**src/rtl/tri_bus_arbiter.sv**
```systemverilog
// rtl/tri_bus_arbiter.sv - round-robin, break-before-make arbiter for TRIGATEX4 tristate bus drivers.
// Optional hold-limit preemption is enabled by defining TRI_ARB_TIMEOUT_EN.
module tri_bus_arbiter #(
   parameter int NREQ     = 4,
   parameter int HOLD_MAX = 8,
   parameter int CW       = 8
) (
   input  logic            CLK,
   input  logic            RSTN,
   input  logic [NREQ-1:0] REQ,
   output logic [NREQ-1:0] EN,
   output logic [NREQ-1:0] GNT,
   output logic            BUSY,
   output logic            TURN,
   output logic [2:0]      OWNER
);

   localparam int IW = $clog2(NREQ);

   typedef enum logic [1:0] {
      S_IDLE  = 2'd0,
      S_DRIVE = 2'd1,
      S_TURN  = 2'd2
   } state_t;

   state_t          r_state, w_state_nxt;
   logic [NREQ-1:0] r_en, w_en_nxt;
   logic [2:0]      r_owner, w_owner_nxt;
   logic [IW-1:0]   r_last, w_last_nxt;
   logic [IW-1:0]   w_idx, w_winner;
   logic [NREQ-1:0] w_grant;
   logic            w_any;
   logic            w_timeout;
   logic            w_release;

   generate
      if (NREQ < 2 || NREQ > 8 || HOLD_MAX < 1 || HOLD_MAX > 255 || HOLD_MAX >= (1 << CW)) begin : g_bad_cfg
         $error("tri_bus_arbiter: illegal NREQ/HOLD_MAX/CW combination");
      end
   endgenerate

   // Rotating search beginning just after the previous owner.
   always_comb begin
      w_idx    = r_last;
      w_winner = r_last;
      w_any    = 1'b0;
      for (int i = 0; i < NREQ; i++) begin
         w_idx = (w_idx == IW'(NREQ - 1)) ? '0 : w_idx + 1'b1;
         if (!w_any && REQ[w_idx]) begin
            w_any    = 1'b1;
            w_winner = w_idx;
         end
      end
   end

   assign w_grant = NREQ'(1) << w_winner;

`ifdef TRI_ARB_TIMEOUT_EN
   logic [CW-1:0] r_cnt, w_cnt_nxt;

   assign w_timeout = (r_cnt == CW'(HOLD_MAX - 1));

   always_comb begin
      w_cnt_nxt = '0;
      if (r_state == S_DRIVE && !w_release && r_cnt != '1) begin
         w_cnt_nxt = r_cnt + 1'b1;
      end else if (r_state == S_DRIVE && !w_release) begin
         w_cnt_nxt = r_cnt;
      end
   end

   always_ff @(posedge CLK or negedge RSTN) begin
      if (!RSTN) begin
         r_cnt <= '0;
      end else begin
         r_cnt <= w_cnt_nxt;
      end
   end
`else
   assign w_timeout = 1'b0;
`endif

   // While driving, r_last always equals the owner index.
   assign w_release = !REQ[r_last] || w_timeout;

   always_comb begin
      w_state_nxt = r_state;
      w_en_nxt    = r_en;
      w_owner_nxt = r_owner;
      w_last_nxt  = r_last;
      case (r_state)
         S_IDLE, S_TURN: begin
            if (w_any) begin
               w_state_nxt = S_DRIVE;
               w_en_nxt    = w_grant;
               w_owner_nxt = 3'(w_winner);
               w_last_nxt  = w_winner;
            end else begin
               w_state_nxt = S_IDLE;
               w_en_nxt    = '0;
            end
         end
         S_DRIVE: begin
            if (w_release) begin
               w_state_nxt = S_TURN;
               w_en_nxt    = '0;
            end
         end
         default: begin
            w_state_nxt = S_IDLE;
            w_en_nxt    = '0;
         end
      endcase
   end

   always_ff @(posedge CLK or negedge RSTN) begin
      if (!RSTN) begin
         r_state <= S_IDLE;
         r_en    <= '0;
         r_owner <= '0;
         r_last  <= IW'(NREQ - 1);
      end else begin
         r_state <= w_state_nxt;
         r_en    <= w_en_nxt;
         r_owner <= w_owner_nxt;
         r_last  <= w_last_nxt;
      end
   end

   assign EN    = r_en;
   assign GNT   = r_en;
   assign BUSY  = (r_state == S_DRIVE);
   assign TURN  = (r_state == S_TURN);
   assign OWNER = r_owner;

endmodule

```
**config.mk**
```make
export PLATFORM = sky130hd
export DESIGN_NAME = tri_bus_arbiter
export DESIGN_NICKNAME = d
export VERILOG_FILES = /design/src/rtl/tri_bus_arbiter.sv
export SDC_FILE = /design/constraint.sdc
export NUM_CORES = 1
export LEC_CHECK = 0
export CORE_UTILIZATION = 35
export CTS_BUF_LIST = sky130_fd_sc_hd__clkbuf_8
export CTS_CLUSTER_SIZE = 24
export DETAILED_ROUTE_END_ITERATION = 12
export PLACE_DENSITY = 0.67
export SETUP_SLACK_MARGIN = 0.2
export SLEW_MARGIN = 30
export SYNTH_ARGS = -nofsm -noshare
export SYNTH_HDL_FRONTEND = slang
export SYNTH_SLANG_ARGS = --single-unit
export TNS_END_PERCENT = 30
```
**constraint.sdc**
```tcl
create_clock -name CLK -period 2.9 [get_ports CLK]
set_input_delay 0.435 -clock CLK [delete_from_list [all_inputs] [get_ports CLK]]
set_output_delay 0.435 -clock CLK [all_outputs]
set_load 0.05 [all_outputs]
```
==> impl_metrics.py <==
metrics = {
    "floorplanning": {
        "die_x_um": 50.9,
        "ios": 19,
        "fp.dieH_um": 50.9,
        "core-area_um2": 2230,
        "dieArea_um2": 2590,
        "num_rows": 17,
        "start_util": 0.375,
    },
    "yosys": {
        "syn_area_per_cell_um2": 9.42,
        "ys_ff_latch": 10,
        "mappedNetlistNets": 96,
        "ys.flop_type": "dfrtp_1",
        "yosys_warnings": 0,
        "async_flop_share": 1.00,
        "syn_area_um2": 838,
        "seq_area_frac_synth": 0.301,
        "synth_cells": 89,
        "yosysUniqueCellTypes": 41,
        "synth_edf_count": 0,
    },
    "job": {
        "maxCapViolations": 0,
    },
    "finish": {
        "layout_commonest_cell": "clkdlybuf4s50_1",
        "mostFrequentLayoutCells": "17 x clkdlybuf4s50_1, 8 x dfrtp_1, 6 x nor2_1, 6 x a21oi_1, 5 x nor2b_1",
        "insertedDiodeCount": 0,
        "num-nets-final": 108,
        "drive_gt1_frac": 0.160,
        "area_growth_pct": 24.5,
    },
    "setup_path": {
        "cp_num_buf_inv": 0,
        "timing.rr.start": "r_last[1]",
        "critical_path_class": "reg -> reg",
        "worstSetupEndpointType": "register",
        "critPathLaunchType": "register",
        "crit_path_cell_trace": "ha_2 -> or4b_1 -> a21oi_1 -> a211oi_1 -> o22ai_1 -> and2_1 -> a22o_1",
        "crit_fanout": 16,
        "cpMaxStageDelayCell": "dfstp_2",
        "critical-path-max-stage-delay_ns": 0.57,
        "required_ns": 3.07,
        "crit_family": "simple AND/OR/NAND/NOR gates",
        "critPathArrivalTime_ns": 2.61,
        "regToRegEndpoint": "EN[3]",
        "ff2ff_path_depth": 7,
        "regToRegSetupSlack_ns": 0.46,
    },
    "timing": {
        "slew_viol_final": 0,
        "max_freq_mhz": 409,
        "finClkSkew_ns": 0.00259,
        "tns_ns": 0,
        "period_needed_ns": 2.44,
        "setup_viol": 0,
        "maxSlewHeadroom": 0.663,
        "hold_slack_ns": 0.479,
        "rsz0062_at_grt": "no",
        "tightest_slew_ns": 0.504,
        "finalCritPeriodShare": 0.843,
        "finalHoldViolCount": 0,
    },
    "grt": {
        "grt_pass1_vias": 689,
        "use_met2": 0.243,
        "use_met3": 0.0595,
        "grt.overflow.total": 0,
        "antenna_found_initial": 0,
        "grtUsageTotal": 0.162,
        "use_met1": 0.208,
        "grt_first_pass_wirelength_um": 3130,
        "grt_max_degree": 22,
        "busiest_layer": "met2",
    },
    "clock_tree": {
        "clock-sinks": 10,
        "cts.clk_slew.worst_paths_ns": 0.05,
        "clockBufferDepth": 2,
        "cts_tree": "built",
        "clk_latency_ns": 0.23,
        "cts_buffers": 3,
        "cts_setup_buffers": 0,
        "cts_root_buf": "clkbuf_8",
        "postCtsHoldBufs": 0,
        "h-tree-depth": 1,
    },
    "worst_hold_path": {
        "worstHoldPathType": "reg -> reg",
        "hold_depth": 1,
        "min-delay-start": "OWNER[1]",
        "hold-path-endpoint": "OWNER[1]",
    },
    "run_status": {
        "status": "complete, no violations",
    },
    "routing": {
        "first_pass_iters": 4,
        "drc_errors": 0,
        "routed_wl_um": 1850,
        "wl_per_cell_um": 14.5,
        "via_per_inst": 5.77,
        "drtIter0Drc": 19,
        "vias": 738,
        "ant_nets": 0,
    },
    "place": {
        "io_buffers": 17,
        "gp_congestion": 0.853,
    },
}
==> kinds of logic (layout without fill, tap and decap cells) <==
logic type / Yosys count / count (layout) / share of synthesized area
fa+ha+maj: 1 / 1 / 0.0149
xor+xnor: 2 / 2 / 0.0209
buf+inv: 13 / 24 / 0.0866
other cells: 1 / 1 / 0.00447
compound gates: 25 / 25 / 0.219
flops: 10 / 10 / 0.301
simple gates: 31 / 31 / 0.236
mux: 6 / 6 / 0.116
==> worst reg2reg max path, stage by stage (launching register included) <==
cell,delay [ns]
dfstp_2,0.57
ha_2,0.38
or4b_1,0.49
a21oi_1,0.24
a211oi_1,0.11
o22ai_1,0.20
and2_1,0.24
a22o_1,0.15
==> synth_stat cells (2+ instances only) <==
| cell type | count | area, um2 |
|---|---|---|
| dfrtp_1 | 8 | 200 |
| a21oi_1 | 6 | 30.0 |
| nor2_1 | 6 | 22.5 |
| buf_4 | 5 | 37.5 |
| nor2b_1 | 5 | 31.3 |
| a22o_1 | 4 | 35.0 |
| buf_2 | 4 | 20.0 |
| a21o_1 | 3 | 22.5 |
| mux2i_1 | 3 | 30.0 |
| mux4_2 | 3 | 67.6 |
| and2_1 | 2 | 12.5 |
| and4b_1 | 2 | 20.0 |
| clkbuf_1 | 2 | 7.51 |
| dfstp_2 | 2 | 52.6 |
| inv_1 | 2 | 7.51 |
| nand2_1 | 2 | 7.51 |
| nand3_1 | 2 | 10.0 |
| nor3_1 | 2 | 10.0 |
| nor3b_1 | 2 | 15.0 |
| o21ai_0 | 2 | 10.0 |
| xnor2_1 | 2 | 17.5 |
==> state kept, by name, indices dropped and copies added, names as in the netlist <==
signal	flops
r_state	2
EN	4
OWNER	2
r_last	2
==> layout make-up <==
type	count	area, um2
Inverter	2	7.51
Timing Repair Buffer	18	178
Sequential cell	10	253
Clock buffer	4	55.1
Fill cell	222	1190
Tap cell	28	35.0
Multi-Input combinational cell	66	515
==> routing by layer <==
layer  vias up  wire length (um)
li1        348                 -
met4         0                30
met3         6                80
met2        25               936
met1       359               806
met5         -                 0
==> stage by stage <==
step	util	worst slack (ns)	cell area (um2)	cells
5_1_grt	0.467	0.281	1040	128
6_report	0.467	0.456	1040	128
2_1_floorplan	-	0.685	838	89
3_5_place_dp	0.441	0.361	986	124
3_3_place_gp	0.441	0.416	986	124
4_1_cts	0.466	0.384	1040	128
==> how the worst max path moves through the flow <==
stage	slack [ns]	cells past startpoint	endpoint	startpoint
2_1_floorplan	0.68	8	EN[0]	r_last[1]
3_3_place_gp	0.42	7	EN[2]	REQ[1]
3_5_place_dp	0.36	7	EN[2]	REQ[1]
4_1_cts	0.38	7	EN[2]	r_last[1]
5_1_grt	0.28	7	EN[3]	r_last[1]
6_report	0.46	7	EN[3]	r_last[1]
==> repair_timing <==
action,4_1_cts,5_1_grt
gates resized for setup,0,1
endpoints found under the hold margin,0,0
setup endpoints to repair,0,2
Power is not shown: default switching activity piles up to over one toggle a cycle in this logic, so the estimate is an artifact.
